### src/rtl/cpu_ctrl_pkg.sv
// Shared opcodes, state encoding and instruction field positions for the
// multi-cycle CPU controller.
package cpu_ctrl_pkg;

    localparam int unsigned CNT_W   = 16;
    localparam int unsigned OPC_W   = 2;
    localparam int unsigned INSTR_W = 8;
    localparam int unsigned ST_W    = 3;

    localparam int unsigned OPC_MSB = 7;
    localparam int unsigned OPC_LSB = 6;
    localparam int unsigned RS_MSB  = 5;
    localparam int unsigned RS_LSB  = 4;
    localparam int unsigned RT_MSB  = 3;
    localparam int unsigned RT_LSB  = 2;
    localparam int unsigned IMM_MSB = 1;
    localparam int unsigned IMM_LSB = 0;

    localparam logic [OPC_W-1:0] OP_ADD = 2'b00;
    localparam logic [OPC_W-1:0] OP_LW  = 2'b01;
    localparam logic [OPC_W-1:0] OP_SW  = 2'b10;
    localparam logic [OPC_W-1:0] OP_JMP = 2'b11;

    typedef enum logic [ST_W-1:0] {
        ST_FETCH  = 3'd0,
        ST_DECODE = 3'd1,
        ST_EXEC   = 3'd2,
        ST_MEM    = 3'd3,
        ST_WB     = 3'd4,
        ST_HALT   = 3'd5
    } state_t;

    function automatic logic [OPC_W-1:0] get_opcode(input logic [INSTR_W-1:0] instr);
        return instr[OPC_MSB:OPC_LSB];
    endfunction

endpackage

### src/rtl/cpu_instr_dec.sv
// Opcode decoder: classifies the IR contents and flags instructions that
// consume the sign-extended immediate.
module cpu_instr_dec
    import cpu_ctrl_pkg::*;
(
    input  logic [INSTR_W-1:0] instr,
    output logic               is_add,
    output logic               is_lw,
    output logic               is_sw,
    output logic               is_jmp,
    output logic               uses_imm
);

    logic [OPC_W-1:0] w_opc;
    logic             w_unused_fields;

    assign w_opc           = get_opcode(instr);
    // Register and immediate fields feed the datapath directly, not the controller.
    assign w_unused_fields = ^instr[RS_MSB:IMM_LSB];

    assign is_add   = (w_opc == OP_ADD);
    assign is_lw    = (w_opc == OP_LW);
    assign is_sw    = (w_opc == OP_SW);
    assign is_jmp   = (w_opc == OP_JMP);
    assign uses_imm = is_lw | is_sw | is_jmp;

endmodule

### src/rtl/cpu_ctrl_fsm.sv
// Multi-cycle control unit: FETCH/DECODE/EXEC/MEM/WB sequencing, datapath
// enables and retired-instruction counter. Optional CTRL_STEP_EN adds HALT.
module cpu_ctrl_fsm
    import cpu_ctrl_pkg::*;
(
    input  logic                 clk,
    input  logic                 reset,
    input  logic [INSTR_W-1:0]   instr,
    input  logic                 mem_ready,
    input  logic                 step,
    output logic                 ir_load,
    output logic                 pc_inc,
    output logic                 pc_load,
    output logic                 mem_read,
    output logic                 mem_write,
    output logic                 iord,
    output logic                 alu_src,
    output logic                 reg_write,
    output logic                 mem_to_reg,
    output logic                 reg_dst,
    output logic                 se_clear,
    output logic                 retire,
    output logic [CNT_W-1:0]     instr_count
);

`ifdef CTRL_STEP_EN
    localparam state_t ST_IDLE = ST_HALT;
`else
    localparam state_t ST_IDLE = ST_FETCH;
    logic w_unused_step;
    assign w_unused_step = step;
`endif

    state_t           r_state;
    logic [CNT_W-1:0] r_instr_count;
    logic             w_is_add;
    logic             w_is_lw;
    logic             w_is_sw;
    logic             w_is_jmp;
    logic             w_uses_imm;

    cpu_instr_dec u_dec (
        .instr    (instr),
        .is_add   (w_is_add),
        .is_lw    (w_is_lw),
        .is_sw    (w_is_sw),
        .is_jmp   (w_is_jmp),
        .uses_imm (w_uses_imm)
    );

    // State sequencing and retire counter.
    always_ff @(posedge clk) begin
        if (reset) begin
            r_state       <= ST_IDLE;
            r_instr_count <= '0;
        end else begin
            r_instr_count <= r_instr_count + CNT_W'(retire);
            case (r_state)
                ST_FETCH:  if (mem_ready) r_state <= ST_DECODE;
                ST_DECODE: r_state <= ST_EXEC;
                ST_EXEC: begin
                    if (w_is_jmp)      r_state <= ST_IDLE;
                    else if (w_is_add) r_state <= ST_WB;
                    else               r_state <= ST_MEM;
                end
                ST_MEM:    if (mem_ready) r_state <= w_is_lw ? ST_WB : ST_IDLE;
                ST_WB:     r_state <= ST_IDLE;
`ifdef CTRL_STEP_EN
                ST_HALT:   if (step) r_state <= ST_FETCH;
`endif
                default:   r_state <= ST_FETCH;
            endcase
        end
    end

    // Enables decode combinationally from state; reset forces the fetch address setup only.
    always_comb begin
        ir_load    = 1'b0;
        pc_inc     = 1'b0;
        pc_load    = 1'b0;
        mem_read   = 1'b0;
        mem_write  = 1'b0;
        iord       = 1'b0;
        alu_src    = 1'b0;
        reg_write  = 1'b0;
        mem_to_reg = 1'b0;
        reg_dst    = 1'b0;
        se_clear   = 1'b1;
        retire     = 1'b0;
        if (reset) begin
            mem_read = 1'b1;
        end else begin
            case (r_state)
                ST_FETCH: begin
                    mem_read = 1'b1;
                    ir_load  = mem_ready;
                    pc_inc   = mem_ready;
                end
                ST_EXEC: begin
                    se_clear = !w_uses_imm;
                    alu_src  = w_is_lw | w_is_sw;
                    pc_load  = w_is_jmp;
                    retire   = w_is_jmp;
                end
                ST_MEM: begin
                    iord      = 1'b1;
                    alu_src   = 1'b1;
                    se_clear  = 1'b0;
                    mem_read  = w_is_lw;
                    mem_write = w_is_sw;
                    retire    = w_is_sw & mem_ready;
                end
                ST_WB: begin
                    reg_write  = 1'b1;
                    reg_dst    = w_is_add;
                    mem_to_reg = w_is_lw;
                    retire     = 1'b1;
                end
                default: ;
            endcase
        end
    end

    assign instr_count = r_instr_count;

endmodule

### config.mk
export PLATFORM = sky130hd
export DESIGN_NAME = cpu_ctrl_fsm
export DESIGN_NICKNAME = d
export VERILOG_FILES = /design/src/rtl/cpu_ctrl_pkg.sv /design/src/rtl/cpu_instr_dec.sv /design/src/rtl/cpu_ctrl_fsm.sv
export SDC_FILE = /design/constraint.sdc
export NUM_CORES = 1
export LEC_CHECK = 0
export BUFFER_PORTS_ARGS = -buffer_cell sky130_fd_sc_hd__clkbuf_2
export CAP_MARGIN = 20
export CORE_UTILIZATION = 50
export CTS_BUF_LIST = sky130_fd_sc_hd__clkbuf_8 sky130_fd_sc_hd__clkbuf_16
export CTS_CLUSTER_SIZE = 16
export DETAILED_ROUTE_END_ITERATION = 12
export PLACE_DENSITY = 0.84
export SYNTH_ARGS = -nofsm -noshare
export SYNTH_HDL_FRONTEND = slang
export SYNTH_HIERARCHICAL = 1
export SYNTH_SLANG_ARGS = --single-unit
### constraint.sdc
create_clock -name clk -period 3.7 [get_ports clk]
set_input_delay 0.37 -clock clk [delete_from_list [all_inputs] [get_ports clk]]
set_output_delay 0.37 -clock clk [all_outputs]
set_load 0.005 [all_outputs]
Word level (Yosys, flattened, before mapping)
Cells that the tools add are included.

storage, ports and cells
  register bits after elaboration = 19
  input bits = 12
  output and inout bits = 28
  word-level logic and storage cells = 47

cells by class
  add/sub/neg operators = 1
  equal/unequal tests = 9
  muxes and demuxes = 28
  bitwise logic cells = 3
  reductions and logical operators = 4

operator list
  kind                                                 number
  2-to-1 mux 1 bit                                     18
  adder 16 x 1 -> 16 bit                               1
  2-to-1 mux 3 bit                                     5
  case mux 3 bit (4 select lines)                      1
  equality test 3 x 2 -> 1 bit, second input constant  2
  case mux 1 bit (2 select lines)                      3
  equality test 2 bit, second input constant           2
  inequality test 2 bit, second input constant         2
  equality test 3 x 1 -> 1 bit, second input constant  1
  equality test 3 bit, second input constant           1
  zero test 3 bit                                      1
  case mux 1 bit (3 select lines)                      1
  equality test 2 x 1 -> 1 bit, second input constant  1
  zero test 2 bit                                      1
  bitwise OR 1 bit                                     2
  AND reduction 2 bit                                  1
  AND 1 bit                                            1
  zero test 1 bit                                      1

Logic depth before layout (Yosys ltp)
Gate-level depths: netlist of run 1.

  depth in word-level cells = 6
  mapped depth = 9
  depth with buffers taken out = 9

Hierarchy
Netlist of run 1, hierarchy kept.

by module, submodules not included
  module         times used  cells each  area each (µm²)  seq. area each (µm²)
  cpu_ctrl_fsm   1           116         1003.5           380.4
  cpu_instr_dec  1           5           32.5             0.0

Worst setup path before layout of run 1
Ideal clock, no wire load.

  kind = register to register
  start point = register r_state[1]
  end point = register r_instr_count[14], in the netlist instr_count[14]
  library setup time = 121 ps
  arrival time = 2311 ps
  required time = 3579 ps
  path slack = 1268 ps
  cell stages (with the launch flop) = 9
  path buffers = 1
  clock period less this slack = 2432 ps
  path through = dfxtp_1 > clkbuf_1 > nor4b_1 > o21bai_1 > ha_1 > ha_1 > nand4_4 > nor4_1 > mux2_2

between the ends
  longest elaborated chain between the ends = 4
  elaborated cells on any way between the ends = 6
  classes of those cells = add/sub: 1; eq/ne: 3; mux: 2

RTL lines
  what                                                                 line                RTL
  from (decl)                                                          cpu_ctrl_fsm.sv:34  state_t r_state;
  from (signal assigned)                                               cpu_ctrl_fsm.sv:66  ST_MEM: if (mem_ready) r_state <= w_is_lw ? ST_WB : ST_IDLE;
  equality test 3 bit or equality test 3 x 2 -> 1 bit (tied branches)  cpu_ctrl_fsm.sv:93  case (r_state)
  case mux 1 bit (3 select lines) (*)                                  cpu_ctrl_fsm.sv:93
  2-to-1 mux 1 bit (*)                                                 cpu_ctrl_fsm.sv:90  if (reset) begin
  via retire                                                           cpu_ctrl_fsm.sv:22  output logic retire,
  adder 16 x 1 -> 16 bit (*)                                           cpu_ctrl_fsm.sv:57  r_instr_count <= r_instr_count + CNT_W'(retire);
  to (signal assigned)                                                 cpu_ctrl_fsm.sv:57
  to (decl)                                                            cpu_ctrl_fsm.sv:35  logic [CNT_W-1:0] r_instr_count;

The timed path passes the listed nets; every way through them passes the cells marked *.
A chain may end at the register's enable or synchronous reset.

Final worst setup path of run 1
  start point = register r_state[0]
  end point = register r_instr_count[14], in the netlist instr_count[14]

between the ends
  longest elaborated chain between the ends = 4
  elaborated cells on any way between the ends = 6
  classes of those cells = add/sub: 1; eq/ne: 3; mux: 2

RTL lines
  what                                                                 line
  equality test 3 bit or equality test 3 x 2 -> 1 bit (tied branches)  cpu_ctrl_fsm.sv:93
  case mux 1 bit (3 select lines) (*)                                  cpu_ctrl_fsm.sv:93
  2-to-1 mux 1 bit (*)                                                 cpu_ctrl_fsm.sv:90
  adder 16 x 1 -> 16 bit (*)                                           cpu_ctrl_fsm.sv:57

Every way passes the cells marked *; elsewhere a longest branch is shown, timed or not.

==> flow_summary.ini, run 1 <==
[floorplan]
die_x_um = 47.5
pin_count = 40
start_util = 0.528
dieArea_um2 = 2260
num_rows = 16
fp.coreArea_um2 = 1960
die_y_um = 47.5

[clocking]
worstSkewPairLatency_ns = 0.26
cts_buffer_depth = 2
cts_tree = done
cts.repair.resized = 0
cts_sinks = 19
h-tree-depth = 1
cts_hold_buf = 0
cts_root_buffer = clkbuf_8
numCtsBuffers = 3
clk_pin_slew_worst_paths_ns = 0.07
cts_setup_buffers = 0

[route]
drc = 0
drt_iter0_drc = 13
antenna_left = 0
vias = 995
viasPerCell = 5.56
first_pass_iters = 4
postRouteWirelength_mm = 2.09
avgRoutedWirePerCell_um = 11.7

[sta]
grt_setup_unrepaired = no
fin_ws_ns = 1.08
whs_ns = 0.460
timing.final.crit_share = 0.708
setup_viol = 0
max_freq_mhz = 381
hold_viol_final = 0
min_period_ns = 2.62
worstMarginPinSlew_ns = 0.535
relSlewSlack = 0.639
tns_ns = 0
finalMaxSlewViolations = 0
finClkSkew_ns = 0.00392

[placed_design]
place_ws_ns = 0.840
place_inst = 175
dpl_cell_area_um2 = 1210
place_congestion = 0.763
dpl.hpwl_mm = 1.56
portBuffers = 32

[finish]
syn_to_final_growth_pct = 21.0
fillers = 170
final_cell_area_um2 = 1250
final_common_cell = clkbuf_2
fin_nets = 167
multi_input_area_um2 = 618
stdcell_count = 179
drive_gt1_frac = 0.303
final_cell_mix = clkbuf_2 (32), dfxtp_1 (19), nor2_1 (17), a21oi_1 (8), nor2b_1 (7)
n_antenna_cell = 0
regArea_um2 = 380

[power]
power_density_nw_per_um2 = 310
cellLeakagePower_nw = 0.543
irDropWorstVdd_v = 0.000260
seq_power_share = 0.546
p_sw_frac = 0.241
p_int_mw = 0.295
pwr-share-comb = 0.077
p_sw_mw = 0.0936
pwr-share-clk = 0.376

[yosys]
syn_nets = 135
synth_edf_count = 0
syn_area_per_cell_um2 = 8.56
synthCells = 121
synthFlopType = dfxtp_1
ys_seq_elements = 19
syn_area_um2 = 1040
seq_area_frac_synth = 0.367
yosys.cell_types.count = 36
synth-async-reset-ratio = 0
ys_warn_count = 6

[grt]
grt_pass1_wl_mm = 3.26
grt_pass1_vias = 823
grtUsageTotal = 0.208
antenna_found_initial = 0
grt_max_degree = 24
grt-ovfl-total = 0

[setup_path]
cp.depth = 7
crit_arrival_ns = 2.78
worstSetupStartpointType = register
crit_path_cell_trace = nor4b_1 -> o21bai_1 -> ha_1 -> ha_1 -> nand4_4 -> nor4_1 -> mux2_2
crit_slowest_cell = nor4b_1
r2r_cells = 7
cp_top_family = simple AND/OR/NAND/NOR gates
path_buf_inv = 0
cp_data_required_time_ns = 3.86
worstSetupPathType = reg -> reg
crit_path_max_incr_delay_ns = 0.57
crit_top_cell = ha_1
worstSetupEndpointType = register
cp_max_fo = 14

[run]
maxCapViolations = 0

[hold_path]
min_path_cells = 3
hp-class = in -> reg

[outcome]
status = finished clean
## power groups by stage
stage	Combinational (mW)	Sequential, mW	Clock, mW
finish	0.0301	0.212	0.146
CTS	0.0303	0.212	0.150
global route	0.0340	0.213	0.160
global placement	0.0294	0.217	0
detailed placement	0.0302	0.217	0
floorplan	0.0244	0.213	0
## metal layers
metal / GRT usage / up-vias / part of all wire
li1: - / 506 / -
met2: 0.375 / 29 / 0.52
met3: 0.0906 / 2 / 0.060
met5: 0 / - / 0
met1: 0.216 / 458 / 0.42
met4: 0.0686 / 0 / 0.0062
## per-stage QoR
stage / utilization / power, mW
after global routing: 0.639 / 0.406
after detailed placement: 0.615 / 0.247
after floorplan: - / 0.237
after global placement: 0.615 / 0.246
final: 0.639 / 0.388
after CTS: 0.639 / 0.392
## area by class of cell
cell class,count,share of cell area
Multi-Input combinational cell,93,0.493
Sequential cell,19,0.303
Timing Repair Buffer,32,0.128
Clock buffer,3,0.0329
Tap cell,27,0.0269
Inverter,4,0.0120
Clock inverter,1,0.00399
## synth_stat cells, drive strengths merged, types with 2 or more instances
master  number  share of area
o21ai        3          0.014
nor2        17          0.062
ha           2          0.024
dfxtp       19           0.37
nand4        4          0.053
or4          4          0.029
or3          3          0.019
xor2         2          0.017
a21oi        8          0.039
and2         4          0.025
and3         4          0.024
o31ai        4          0.029
nand2        5          0.018
clkbuf       3          0.011
nor2b        7          0.042
mux2         4          0.043
o21bai       2          0.014
nand3        6          0.041
buf          2          0.011
inv          4          0.014
nor4         4          0.024
## worst register-to-register path, stage by stage (launching register included)
cell and delay (ns):
dfxtp_1 0.43, nor4b_1 0.57, o21bai_1 0.22, ha_1 0.26, ha_1 0.28, nand4_4 0.16, nor4_1 0.24, mux2_2 0.36
## flip-flops by register name (all words and copies together) (netlist names)
| signal | flops |
|---|---|
| instr_count | 16 |
| r_state | 3 |
## worst paths after layout
kind,startpoint,to,slack [ns]
max,r_state[0]$_SDFFE_PP0P_,instr_count[14]$_SDFF_PP0_,1.08
min reg2reg,instr_count[12]$_SDFF_PP0_,instr_count[12]$_SDFF_PP0_,0.50
min,mem_ready,r_state[2]$_SDFFE_PP0P_,0.46
max reg2reg,r_state[0]$_SDFFE_PP0P_,instr_count[14]$_SDFF_PP0_,1.08
## cells by family (layout without fill, tap and decap cells)
group                    after synthesis  in the layout  share of synthesized area
flip-flops                            19             19                      0.367
AO/OA/AOI/OAI                         21             21                      0.128
AND/OR/NAND/NOR                       62             62                      0.366
multiplexers                           5              5                     0.0531
XOR/XNOR                               3              3                     0.0254
adder cells (fa/ha/maj)                2              2                     0.0242
buffers and inverters                  9             40                     0.0362
(Power assumes the default switching activity.)
==> run 2, diff against run 1 <==
--- a/config.mk
+++ b/config.mk
@@ -7,11 +7,11 @@
 export LEC_CHECK = 0
 export BUFFER_PORTS_ARGS = -buffer_cell sky130_fd_sc_hd__clkbuf_2
 export CAP_MARGIN = 20
-export CORE_UTILIZATION = 50
+export CORE_UTILIZATION = 47
 export CTS_BUF_LIST = sky130_fd_sc_hd__clkbuf_8 sky130_fd_sc_hd__clkbuf_16
 export CTS_CLUSTER_SIZE = 16
 export DETAILED_ROUTE_END_ITERATION = 12
-export PLACE_DENSITY = 0.84
+export PLACE_DENSITY = 0.79
 export SYNTH_ARGS = -nofsm -noshare
 export SYNTH_HDL_FRONTEND = slang
 export SYNTH_HIERARCHICAL = 1
==> constraint.sdc (replaced) <==
create_clock -name clk -period 2.7 [get_ports clk]
set_input_delay 0.27 -clock clk [delete_from_list [all_inputs] [get_ports clk]]
set_output_delay 0.27 -clock clk [all_outputs]
set_load 0.005 [all_outputs]
==> flow_summary.ini, run 2 (synthesis gave the netlist of run 1 again) <==
[clocking]
cts_root_buffer = clkbuf_8
cts_sinks = 19
worstSkewPairLatency_ns = 0.26
h-tree-depth = 1
cts_buffer_depth = 2
clk_pin_slew_worst_paths_ns = 0.07
cts.repair.resized = 0
cts_tree = done
numCtsBuffers = 3
cts_setup_buffers = 0
cts_hold_buf = 0

[setup_path]
crit_arrival_ns = 2.60
worstSetupPathType = reg -> reg
reg2reg_from = r_state[1]$_SDFFE_PP0P_
critPathLaunch = r_state[1]$_SDFFE_PP0P_
worstSetupStartpointType = register
worstSetupEndpointType = register
cp_max_fo = 10
cp_data_required_time_ns = 2.85

[sta]
relSlewSlack = 0.739
tns_ns = 0
min_period_ns = 2.45
finClkSkew_ns = 0.00125
grt_setup_unrepaired = no
timing.final.crit_share = 0.909
fin_ws_ns = 0.245
worstMarginPinSlew_ns = 0.386
max_freq_mhz = 407
setup_viol = 0
hold_viol_final = 0
finalMaxSlewViolations = 0

[grt]
grt-ovfl-total = 0
grt_max_degree = 17
grtUsageTotal = 0.196
grt_pass1_vias = 859
grt_pass1_wl_mm = 3.70
antenna_found_initial = 0

[finish]
final_cell_mix = clkbuf_2 (32), dfxtp_1 (19), nor2_1 (17), a21oi_1 (8), nor2b_1 (7)
stdcell_count = 183
fin_nets = 171
n_antenna_cell = 0
syn_to_final_growth_pct = 23.8
largest_reg_flops = 16
final_core_util = 0.634
final_common_cell = clkbuf_2
drive_gt1_frac = 0.314
fillers = 176

[route]
postRouteWirelength_mm = 2.18
drc = 0
antenna_left = 0
viasPerCell = 5.44
first_pass_iters = 4
vias = 995
avgRoutedWirePerCell_um = 11.9
drt_iter0_drc = 18

[power]
cellLeakagePower_nw = 0.565
irDropWorstVdd_v = 0.000375
power_density_nw_per_um2 = 413

[hold_path]
hp-class = in -> reg
hold_start = reset

[floorplan]
fp.coreArea_um2 = 2020
die_x_um = 49.0
num_rows = 16
start_util = 0.512
die_y_um = 49.0
dieArea_um2 = 2400
pin_count = 40

[placed_design]
dpl.hpwl_mm = 1.67
portBuffers = 32
place_inst = 179
place_ws_ns = 0.212
place_congestion = 0.779

[outcome]
status = finished clean

[run]
maxCapViolations = 0
==> run 2: cell count changes in the layout (fill, tap and decap cells not counted), sizes merged <==
cell / change
buf: +4
inv: +1
clkinv: -1
==> run 2: metrics by stage <==
stage / hold WS, ns / power, mW / cell area [um^2]
5_1_grt: 0.295 / 0.557 / 1280
6_report: 0.298 / 0.530 / 1280
3_3_place_gp: 0.476 / 0.342 / 1240
4_1_cts: 0.297 / 0.535 / 1280
2_1_floorplan: 0.444 / 0.325 / 1040
3_5_place_dp: 0.492 / 0.344 / 1240
==> run 2: area by class of cell <==
| cell class | instances | area [um^2] | share of cell area |
|---|---|---|---|
| clock buffer | 3 | 41.3 | 0.0322 |
| clock inverter | 1 | 3.75 | 0.00293 |
| inverter | 4 | 15.0 | 0.0117 |
| multi-input combinational | 93 | 618 | 0.482 |
| sequential | 19 | 380 | 0.297 |
| tap | 27 | 33.8 | 0.0263 |
| timing repair buffer | 36 | 190 | 0.148 |
==> run 2: critical path, cell delays in order, from the launching register on <==
cell      delay, ns
dfxtp_1        0.40
nor4b_1        0.42
o21bai_1       0.21
ha_1           0.26
ha_1           0.27
nand4_4        0.17
nor4_1         0.25
mux2_2         0.37
==> run 2: per-layer routing <==
metal  share of wire  wire length [um]  GRT usage
met3           0.063               136     0.0623
met2            0.48              1050      0.340
met4          0.0097                21     0.0588
met1            0.44               964      0.228
met5               0                 0          0
==> run 2: final timing paths <==
kind                                     end  slack, ns  cells after the start
hold reg to reg   instr_count[12]$_SDFF_PP0_       0.50                      2
hold / removal     instr_count[2]$_SDFF_PP0_       0.30                      2
setup / recovery  instr_count[14]$_SDFF_PP0_       0.25                      7
setup reg to reg  instr_count[14]$_SDFF_PP0_       0.25                      7
==> run 2: report_power, final <==
part,internal [mW],total [mW],switching [mW]
Combinational,0.0217,0.0479,0.0262
Clock,0.101,0.193,0.0915
Sequential,0.283,0.290,0.00619
==> run 3, diff against run 2 <==
--- a/config.mk
+++ b/config.mk
@@ -7,11 +7,11 @@
 export LEC_CHECK = 0
 export BUFFER_PORTS_ARGS = -buffer_cell sky130_fd_sc_hd__clkbuf_2
 export CAP_MARGIN = 20
-export CORE_UTILIZATION = 47
+export CORE_UTILIZATION = 25
 export CTS_BUF_LIST = sky130_fd_sc_hd__clkbuf_8 sky130_fd_sc_hd__clkbuf_16
 export CTS_CLUSTER_SIZE = 16
 export DETAILED_ROUTE_END_ITERATION = 12
-export PLACE_DENSITY = 0.79
+export PLACE_DENSITY = 0.49
 export SYNTH_ARGS = -nofsm -noshare
 export SYNTH_HDL_FRONTEND = slang
 export SYNTH_HIERARCHICAL = 1
==> constraint.sdc (replaced) <==
create_clock -name clk -period 2.7 [get_ports clk]
set_input_delay 0.54 -clock clk [delete_from_list [all_inputs] [get_ports clk]]
set_output_delay 0.54 -clock clk [all_outputs]
set_load 0.005 [all_outputs]
==> flow_summary.ini, run 3 (synthesis gave the netlist of run 1 again) <==
[placed_design]
place_ws_ns = 0.0259
portBuffers = 32
dpl.hpwl_mm = 1.82
place_congestion = 0.740
place_inst = 203

[setup_path]
cp_top_family = simple AND/OR/NAND/NOR gates
crit_path_max_incr_delay_ns = 0.44
crit_arrival_ns = 2.61
cp_max_fo = 14
rrSetupSlack_ns = 0.24
worstSetupPathType = reg -> reg
crit_slowest_cell = dfxtp_1
crit_path_cell_trace = nor4b_1 -> o21bai_1 -> ha_1 -> buf_4 -> nand2_1 -> nor4_1 -> mux2_2
worstSetupStartpointType = register
r2r_cells = 7
cp.depth = 7
cp_data_required_time_ns = 2.85
path_buf_inv = 1
worstSetupEndpointType = register

[power]
power_density_nw_per_um2 = 404
irDropWorstVdd_v = 0.000144
cellLeakagePower_nw = 0.568

[clocking]
cts_tree = done
numCtsBuffers = 3
cts_setup_buffers = 0
clk_pin_slew_worst_paths_ns = 0.07
cts.repair.resized = 0
cts_root_buffer = clkbuf_8
cts_buffer_depth = 2
cts_sinks = 19
worstSkewPairLatency_ns = 0.25
cts_hold_buf = 0
h-tree-depth = 1

[route]
route.met3.wl_um = 113
postRouteWirelength_mm = 2.41
first_pass_iters = 4
viasPerCell = 4.82
wl_met2_mm = 1.13
vias = 998
avgRoutedWirePerCell_um = 11.7
drt_iter0_drc = 24
met1_length_mm = 1.17
drc = 0
antenna_left = 0
maxUsedRoutingLayer = met3

[floorplan]
num_rows = 23
start_util = 0.259
die_y_um = 66.4
pin_count = 40
dieArea_um2 = 4410
fp.coreArea_um2 = 4000
die_x_um = 66.4

[sta]
timing.final.crit_share = 0.911
relSlewSlack = 0.724
grt_setup_unrepaired = no
fin_ws_ns = 0.240
setup_viol = 0
tns_ns = 0
min_period_ns = 2.46
worstMarginPinSlew_ns = 0.414
max_freq_mhz = 407
hold_viol_final = 0
finClkSkew_ns = 0.00384
finalMaxSlewViolations = 0

[finish]
syn_to_final_growth_pct = 27.4
final_common_cell = clkbuf_2
largest_reg_flops = 16
n_antenna_cell = 0
final_cell_mix = clkbuf_2 (32), dfxtp_1 (19), nor2_1 (17), a21oi_1 (8), nor2b_1 (7)
fillers = 433
drive_gt1_frac = 0.325
fin_nets = 172
stdcell_count = 207

[run]
maxCapViolations = 0

[outcome]
status = finished clean

[grt]
grtUsageTotal = 0.115
grt-ovfl-total = 0
grt_pass1_wl_mm = 3.93
antenna_found_initial = 0
grt_pass1_vias = 924
grt_max_degree = 21

[hold_path]
min_path_cells = 2
hp-class = reg -> reg
## run 3: changes by cell type in the layout (fill, tap and decap cells not counted)
cell	previous run	this run
buf_4	4	5
clkinv_2	0	1
inv_1	5	4
## run 3: worst min-delay path, delay by kind of cell, from the launching register on
kind / cells / cell delay, ns
compound gates: 2 / 0.13
flops: 1 / 0.33
## run 3: through the flow
step                      hold slack [ns]  area [um^2]  power [mW]   util
final                               0.503         1320       0.533  0.330
after floorplan                     0.481         1040       0.325      -
after global routing                0.543         1320       0.562  0.330
after CTS                           0.504         1320       0.544  0.330
after detailed placement            0.494         1270       0.343  0.318
after global placement              0.480         1270       0.342  0.318
## run 3: routing by layer
layer	track usage	up-vias
met3	0.0190	0
met2	0.182	29
met4	0.0479	0
met5	0	-
met1	0.152	457
li1	-	512
## run 3: area by class of cell
type                       instances  area [um^2]  area share
sequential                        19          380       0.288
inverter                           4         15.0      0.0114
clock buffer                       3         41.3      0.0313
timing repair buffer              37          198       0.150
clock inverter                     1         5.00     0.00379
multi-input combinational         93          618       0.468
tap                               50         62.6      0.0474
## run 3: report_power, final
group | switching (mW) | internal, mW
Combinational | 0.0249 | 0.0201
Clock | 0.0940 | 0.102
Sequential | 0.00811 | 0.283
Total | 0.127 | 0.406
## run 3: final timing paths
kind / from / to
min: instr_count[12]$_SDFF_PP0_ / instr_count[12]$_SDFF_PP0_
min reg2reg: instr_count[12]$_SDFF_PP0_ / instr_count[12]$_SDFF_PP0_
max: r_state[0]$_SDFFE_PP0P_ / instr_count[11]$_SDFF_PP0_
max reg2reg: r_state[0]$_SDFFE_PP0P_ / instr_count[11]$_SDFF_PP0_
